<file path="src/rtl/spi_word_monitor_if.sv">
// Bundle of the per-channel word handshake and the SPI pins for spi_word_monitor.
// The master side offers words and watches the pins; the slave side is the monitor.
interface spi_word_monitor_if #(
    parameter int WIDTH    = 32,
    parameter int CHANNELS = 2
);
    logic [CHANNELS-1:0]       ch_valid;
    logic [CHANNELS*WIDTH-1:0] ch_data;
    logic [CHANNELS-1:0]       ch_ready;
    logic                      busy;
    logic                      spi_sck;
    logic                      spi_mosi;
    logic [CHANNELS-1:0]       spi_cs_n;

    modport master (
        output ch_valid, ch_data,
        input  ch_ready, busy, spi_sck, spi_mosi, spi_cs_n
    );

    modport slave (
        input  ch_valid, ch_data,
        output ch_ready, busy, spi_sck, spi_mosi, spi_cs_n
    );
endinterface

</file>
<file path="src/rtl/spi_word_monitor.sv">
// Multi-channel SPI debug transmitter: one holding word per channel, round-robin
// grant, one chip select per channel, SPI mode 0, optional change-only filter.

// Per-channel holding buffer with optional repeat suppression.
module spi_word_monitor_chan #(
    parameter int WIDTH       = 32,
    parameter int CHANGE_ONLY = 0
) (
    input  logic             clk,
    input  logic             rst_n,
    input  logic             valid,
    input  logic [WIDTH-1:0] data,
    input  logic             clr,
    output logic             ready,
    output logic             pending,
    output logic [WIDTH-1:0] hold
);
    logic [WIDTH-1:0] last;
    logic             last_vld;
    logic             accept;
    logic             repeat_word;

    assign ready       = !pending;
    assign accept      = valid && !pending;
    assign repeat_word = (CHANGE_ONLY != 0) && last_vld && (data == last);

    // Latch accepted words; a repeated word is taken but not queued for sending.
    always_ff @(posedge clk or negedge rst_n) begin
        if (!rst_n) begin
            pending  <= 1'b0;
            hold     <= '0;
            last     <= '0;
            last_vld <= 1'b0;
        end else begin
            if (clr)
                pending <= 1'b0;
            if (accept) begin
                hold     <= data;
                last     <= data;
                last_vld <= 1'b1;
                if (!repeat_word)
                    pending <= 1'b1;
            end
        end
    end
endmodule

module spi_word_monitor #(
    parameter int WIDTH       = 32,
    parameter int CHANNELS    = 2,
    parameter int CLK_DIV     = 4,
    parameter int GAP         = 2,
    parameter int MSB_FIRST   = 1,
    parameter int CHANGE_ONLY = 0
) (
    input logic               clk,
    input logic               rst_n,
    spi_word_monitor_if.slave bus
);
    localparam int PW = (CHANNELS > 1) ? $clog2(CHANNELS) : 1;
    localparam int DW = (CLK_DIV > 1) ? $clog2(CLK_DIV) : 1;
    localparam int BW = $clog2(WIDTH);
    localparam int GW = (GAP > 1) ? $clog2(GAP) : 1;

    localparam logic [2:0] ST_IDLE     = 3'd0;
    localparam logic [2:0] ST_SETUP    = 3'd1;
    localparam logic [2:0] ST_SHIFT_HI = 3'd2;
    localparam logic [2:0] ST_SHIFT_LO = 3'd3;
    localparam logic [2:0] ST_GAP      = 3'd4;

    logic [2:0]                      state;
    logic [DW-1:0]                   div_cnt;
    logic                            tick;
    logic [BW-1:0]                   bit_cnt;
    logic [GW-1:0]                   gap_cnt;
    logic [WIDTH-1:0]                sreg;
    logic                            sck_q;
    logic                            mosi_q;
    logic [CHANNELS-1:0]             cs_n_q;
    logic [PW-1:0]                   ptr;
    logic [CHANNELS-1:0]             pending;
    logic [CHANNELS-1:0]             clr;
    logic [CHANNELS-1:0][WIDTH-1:0]  hold;
    logic                            gnt_vld;
    logic [PW-1:0]                   gnt_idx;
    logic [PW-1:0]                   ptr_nxt;

    for (genvar i = 0; i < CHANNELS; i++) begin : g_ch
        spi_word_monitor_chan #(
            .WIDTH       (WIDTH),
            .CHANGE_ONLY (CHANGE_ONLY)
        ) u_ch (
            .clk     (clk),
            .rst_n   (rst_n),
            .valid   (bus.ch_valid[i]),
            .data    (bus.ch_data[i*WIDTH +: WIDTH]),
            .clr     (clr[i]),
            .ready   (bus.ch_ready[i]),
            .pending (pending[i]),
            .hold    (hold[i])
        );
    end

    // First pending channel at or above ptr, wrapping around.
    always_comb begin
        logic [PW-1:0] idx;
        idx     = '0;
        gnt_vld = 1'b0;
        gnt_idx = '0;
        for (int k = 0; k < CHANNELS; k++) begin
            idx = PW'((int'(ptr) + k) % CHANNELS);
            if (!gnt_vld && pending[idx]) begin
                gnt_vld = 1'b1;
                gnt_idx = idx;
            end
        end
    end

    assign ptr_nxt = (gnt_idx == PW'(CHANNELS - 1)) ? '0 : gnt_idx + 1'b1;
    assign clr     = (state == ST_IDLE && gnt_vld) ? (CHANNELS'(1) << gnt_idx) : '0;
    assign tick    = (state != ST_IDLE) && (div_cnt == DW'(CLK_DIV - 1));

    assign bus.busy     = (state != ST_IDLE);
    assign bus.spi_sck  = sck_q;
    assign bus.spi_mosi = mosi_q;
    assign bus.spi_cs_n = cs_n_q;

    // Half-period divider, held at zero while idle so every frame starts aligned.
    always_ff @(posedge clk or negedge rst_n) begin
        if (!rst_n)
            div_cnt <= '0;
        else if (state == ST_IDLE || tick)
            div_cnt <= '0;
        else
            div_cnt <= div_cnt + 1'b1;
    end

    // Frame sequencer: grant, setup half-period, WIDTH sck pulses, then the gap.
    always_ff @(posedge clk or negedge rst_n) begin
        if (!rst_n) begin
            state   <= ST_IDLE;
            bit_cnt <= '0;
            gap_cnt <= '0;
            sreg    <= '0;
            sck_q   <= 1'b0;
            mosi_q  <= 1'b0;
            cs_n_q  <= '1;
            ptr     <= '0;
        end else begin
            case (state)
                ST_IDLE: begin
                    if (gnt_vld) begin
                        sreg    <= hold[gnt_idx];
                        mosi_q  <= (MSB_FIRST != 0) ? hold[gnt_idx][WIDTH-1] : hold[gnt_idx][0];
                        cs_n_q  <= ~(CHANNELS'(1) << gnt_idx);
                        ptr     <= ptr_nxt;
                        bit_cnt <= '0;
                        state   <= ST_SETUP;
                    end
                end
                ST_SETUP: begin
                    if (tick) begin
                        sck_q <= 1'b1;
                        state <= ST_SHIFT_HI;
                    end
                end
                ST_SHIFT_HI: begin
                    if (tick) begin
                        sck_q <= 1'b0;
                        state <= ST_SHIFT_LO;
                    end
                end
                ST_SHIFT_LO: begin
                    if (tick) begin
                        if (bit_cnt == BW'(WIDTH - 1)) begin
                            cs_n_q  <= '1;
                            mosi_q  <= 1'b0;
                            gap_cnt <= '0;
                            state   <= ST_GAP;
                        end else begin
                            bit_cnt <= bit_cnt + 1'b1;
                            if (MSB_FIRST != 0) begin
                                sreg   <= {sreg[WIDTH-2:0], 1'b0};
                                mosi_q <= sreg[WIDTH-2];
                            end else begin
                                sreg   <= {1'b0, sreg[WIDTH-1:1]};
                                mosi_q <= sreg[1];
                            end
                            sck_q <= 1'b1;
                            state <= ST_SHIFT_HI;
                        end
                    end
                end
                ST_GAP: begin
                    if (tick) begin
                        if (gap_cnt == GW'(GAP - 1))
                            state <= ST_IDLE;
                        else
                            gap_cnt <= gap_cnt + 1'b1;
                    end
                end
                default: state <= ST_IDLE;
            endcase
        end
    end
endmodule
</file>
<file path="src/flat_wrapper.sv">
// flat-port wrapper written by rule: the top's interface ports become plain ports
module spi_word_monitor_flat 
#(
    parameter int WIDTH       = 32,
    parameter int CHANNELS    = 2,
    parameter int CLK_DIV     = 4,
    parameter int GAP         = 2,
    parameter int MSB_FIRST   = 1,
    parameter int CHANGE_ONLY = 0
)
  (clk, rst_n, bus_ch_valid, bus_ch_data, bus_ch_ready, bus_busy, bus_spi_sck, bus_spi_mosi, bus_spi_cs_n);
  spi_word_monitor_if #(.WIDTH(WIDTH), .CHANNELS(CHANNELS)) bus_i ();
  input logic clk;
  input logic rst_n;
  input wire logic [$bits(bus_i.ch_valid)-1:0] bus_ch_valid;
  input wire logic [$bits(bus_i.ch_data)-1:0] bus_ch_data;
  output wire logic [$bits(bus_i.ch_ready)-1:0] bus_ch_ready;
  output wire logic [$bits(bus_i.busy)-1:0] bus_busy;
  output wire logic [$bits(bus_i.spi_sck)-1:0] bus_spi_sck;
  output wire logic [$bits(bus_i.spi_mosi)-1:0] bus_spi_mosi;
  output wire logic [$bits(bus_i.spi_cs_n)-1:0] bus_spi_cs_n;
  assign bus_i.ch_valid = bus_ch_valid;
  assign bus_i.ch_data = bus_ch_data;
  assign bus_ch_ready = bus_i.ch_ready;
  assign bus_busy = bus_i.busy;
  assign bus_spi_sck = bus_i.spi_sck;
  assign bus_spi_mosi = bus_i.spi_mosi;
  assign bus_spi_cs_n = bus_i.spi_cs_n;
  spi_word_monitor #(.WIDTH(WIDTH), .CHANNELS(CHANNELS), .CLK_DIV(CLK_DIV), .GAP(GAP), .MSB_FIRST(MSB_FIRST), .CHANGE_ONLY(CHANGE_ONLY)) u_core (.clk(clk), .rst_n(rst_n), .bus(bus_i));
endmodule
</file>
<file path="config.mk">
export PLATFORM = sky130hd
export DESIGN_NAME = spi_word_monitor_flat
export DESIGN_NICKNAME = d
export VERILOG_FILES = /design/src/rtl/spi_word_monitor_if.sv /design/src/rtl/spi_word_monitor.sv /design/src/flat_wrapper.sv
export SDC_FILE = /design/constraint.sdc
export NUM_CORES = 1
export LEC_CHECK = 0
export CAP_MARGIN = 20
export CORE_MARGIN = 3
export CORE_UTILIZATION = 35
export CTS_CLUSTER_DIAMETER = 60
export DETAILED_ROUTE_END_ITERATION = 10
export DONT_BUFFER_PORTS = 1
export MAX_ROUTING_LAYER = met4
export PLACE_DENSITY = 0.59
export SLEW_MARGIN = 20
export SYNTH_ARGS = -nofsm -noshare
export SYNTH_HDL_FRONTEND = slang
export SYNTH_SLANG_ARGS = --single-unit
</file>
<file path="constraint.sdc">
create_clock -name clk -period 2.35 [get_ports clk]
set_input_delay 0.47 -clock clk [delete_from_list [all_inputs] [get_ports clk]]
set_output_delay 0.47 -clock clk [all_outputs]
set_load 0.01 [all_outputs]
</file>
==> results.ini <==
[grt]
antenna_found_initial=1
track_usage_pct=15.5
grt_max_degree=114
first_global_vias=3618
overflow=0
grt_pass1_wl_um=18800

[clocking]
path_clk_slew_ns=0.05
cts_tree=yes
cts_num_sinks=113
cts-htree-levels=4
post_cts.repair.setup_buffers=0
clk_latency_ns=0.41
root_buffer=clkbuf_16
clk_path_buf_depth=2
cts_made_buffers=17

[worst_setup_path]
setup.worst_path.end=u_core.bit_cnt[0]
critPathLaunch=u_core.bit_cnt[0]
crit_type=flip-flop to flip-flop
r2r_cells=7
cp_max_fo=14
crit_path_start_kind=flip-flop
reg2reg_from=u_core.bit_cnt[0]
worstSetupEndpointType=flip-flop
cp.required_ns=2.70
worstPathArrival_ns=2.29
r2r_slack_ns=0.42
rr_endpoint=u_core.bit_cnt[0]

[sta]
setup_violations=0
fin_crit_ns=1.93
hold_violations=113
setup_tns_ns=0
fmax_mhz=517
fin_hold_ws_ns=-0.248
max_slew_margin_pct=72.1
rsz0062_at_grt=no
slew_viol_final=0
finClkSkew_ns=0.00788
worst_slew_pin_slew_ns=0.418
period_share_pct=82.3

[drt]
avgViaCountPerCell=5.29
wl_per_cell_um=17.9
drtIter0Drc=155
drt-total-wl_um=11400
antenna_left=0
dr.pass1.iters=4
drc_errors=0
vias=3377

[floorplan]
die_w_um=127
core_area_um2=14100
rows=43
die_y_um=127
die_area_um2=16100
ios=75
initial_core_util_pct=36.3

[synthesis]
netlist_area_um2=5110
ys_top_cells_by_area=dfrtp_1 (54%), mux2_2 (14%), a21oi_1 (6.9%), o22a_1 (5.3%), nor3_1 (3.0%)
synth_flop_cell=dfrtp_1
ys_warn_count=0
ys_ff_latch=113
syn-num-nets=516
async_flop_share_pct=100
synth.most_common_cell=dfrtp_1
ys_types=38
synth.top_cell.area_share_pct=54.3
synth.largest_area_cell=dfrtp_1
ys_top_cells_by_count=dfrtp_1 (111), a21oi_1 (70), mux2_2 (63)
netlist_instances=445
synth_edf_count=0
avgSynthCellArea_um2=11.5
ys_seq_area_share_pct=55.3

[layout]
final_nets=514
multi_input_area_um2=2060
syn_to_final_growth_pct=15.0
regArea_um2=2830
final.fill_count=1359
utilization_pct=41.7
drive_above_1_share_pct=26.1

[outcome]
status=finished with violations
violations=hold timing

[place]
gp_congestion=0.835
portBuffers=0
hpwlAfterDp_um=7750

[power_and_ir_drop]
p_per_area_nw_per_um2=1610
p_total_mw=9.47
leakage_nw=2.39
ir_drop_mv=0.652

[hold_path]
hold_path.class=input pin to asynchronous set/reset pin

[job]
maxCapViolCount=0

-- stage by stage --
stage                     worst slack [ns]  hold WS, ns  std cells  instance area [um2]
after floorplan                      0.551        0.174        445                 5110
after global placement               0.450        0.180        604                 5280
after detailed placement             0.438        0.181        604                 5280
after CTS                            0.424       -0.263        636                 5870
after global routing                 0.291       -0.272        637                 5880
final                                0.415       -0.248        638                 5880
-- critical path, stage by stage (launching register included) --
cell	delay (ns)
dfrtp_1	0.41
ha_1	0.24
and3_1	0.20
ha_1	0.23
buf_4	0.21
nor2_1	0.22
o21a_1	0.21
mux2_2	0.16
-- worst min-delay path by stage --
stage,start,to,slack (ns),depth (start not counted)
5_1_grt,rst_n,u_core.sreg[7],-0.27,0
2_1_floorplan,rst_n,u_core.bit_cnt[0],0.17,0
6_report,rst_n,u_core.sreg[7],-0.25,0
3_3_place_gp,rst_n,u_core.g_ch[0].u_ch.hold[6],0.18,0
4_1_cts,rst_n,u_core.g_ch[1].u_ch.hold[2],-0.26,0
3_5_place_dp,rst_n,u_core.g_ch[1].u_ch.hold[7],0.18,0
-- registers in the layout, summed over array words and instances, names as in the netlist --
name,count
u_core.bus.spi_mosi,1
u_core.bus.spi_cs_n,2
u_core.state,3
u_core.ptr,1
u_core.gap_cnt,1
u_core.g_ch.u_ch.hold,64
u_core.sreg,31
u_core.div_cnt,2
u_core.bus.spi_sck,1
u_core.bit_cnt,5
u_core.g_ch.u_ch.pending,2
-- where the power goes --
group	switching (mW)	internal [mW]
sequential	0.599	2.92
combinational	1.72	1.68
clock	0.832	1.72
total	3.16	6.32
-- cell families after synthesis --
family / after synthesis / share of synthesized area [%]
AND/OR/NAND/NOR: 103 / 9.91
AO/OA/AOI/OAI: 116 / 14.6
buffers and inverters: 43 / 4.67
flip-flops: 113 / 55.3
adder cells (fa/ha/maj): 3 / 0.734
multiplexers: 67 / 14.7
-- cells in the final DEF, fill, tap and decap left out, types with 2 or more instances in the layout --
cell       netlist  routed
a21oi_1         70      70
a22o_1           3       3
a2bb2oi_1        2       2
and3_1           3       3
buf_4            3      17
bufinv_16        0       2
clkbuf_1        12       5
clkbuf_16        0      17
clkbuf_8         0       6
clkinv_2         0       2
dfrtp_1        111     111
dfstp_2          2       2
diode_2          0       2
ha_1             3       3
inv_1            4       4
mux2_1           3       3
mux2_2          63      63
nand2_1         41      41
nand3_1          3       3
nor2_1          11      11
nor2b_1          4       2
nor2b_4          0       2
nor3_1          31      31
o21a_1           2       2
o21ai_0          4       4
o22a_1          31      31
-- layer usage --
metal | track usage [%] | wire, um | vias to the layer above
li1 | - | - | 1594
met1 | 18.7 | 5200 | 1682
met4 | 7.00 | 327 | 0
met5 | - | 0 | -
met3 | 5.94 | 605 | 26
met2 | 23.0 | 5270 | 75
-- final cells by class --
class	count	share of cell area [%]
Tap cell	180	3.83
Clock inverter	4	1.19
Sequential cell	113	48.1
Clock buffer	28	8.96
Timing Repair Buffer	18	2.51
Inverter	4	0.255
Multi-Input combinational cell	289	35.0
Antenna cell	2	0.0851
-- repair_timing --
action                                  in CTS  in global routing
endpoints found under the setup margin       0                  0
hold endpoints to repair                   113                113
gates resized for setup                      0                  0
(Power assumes the default switching activity.)
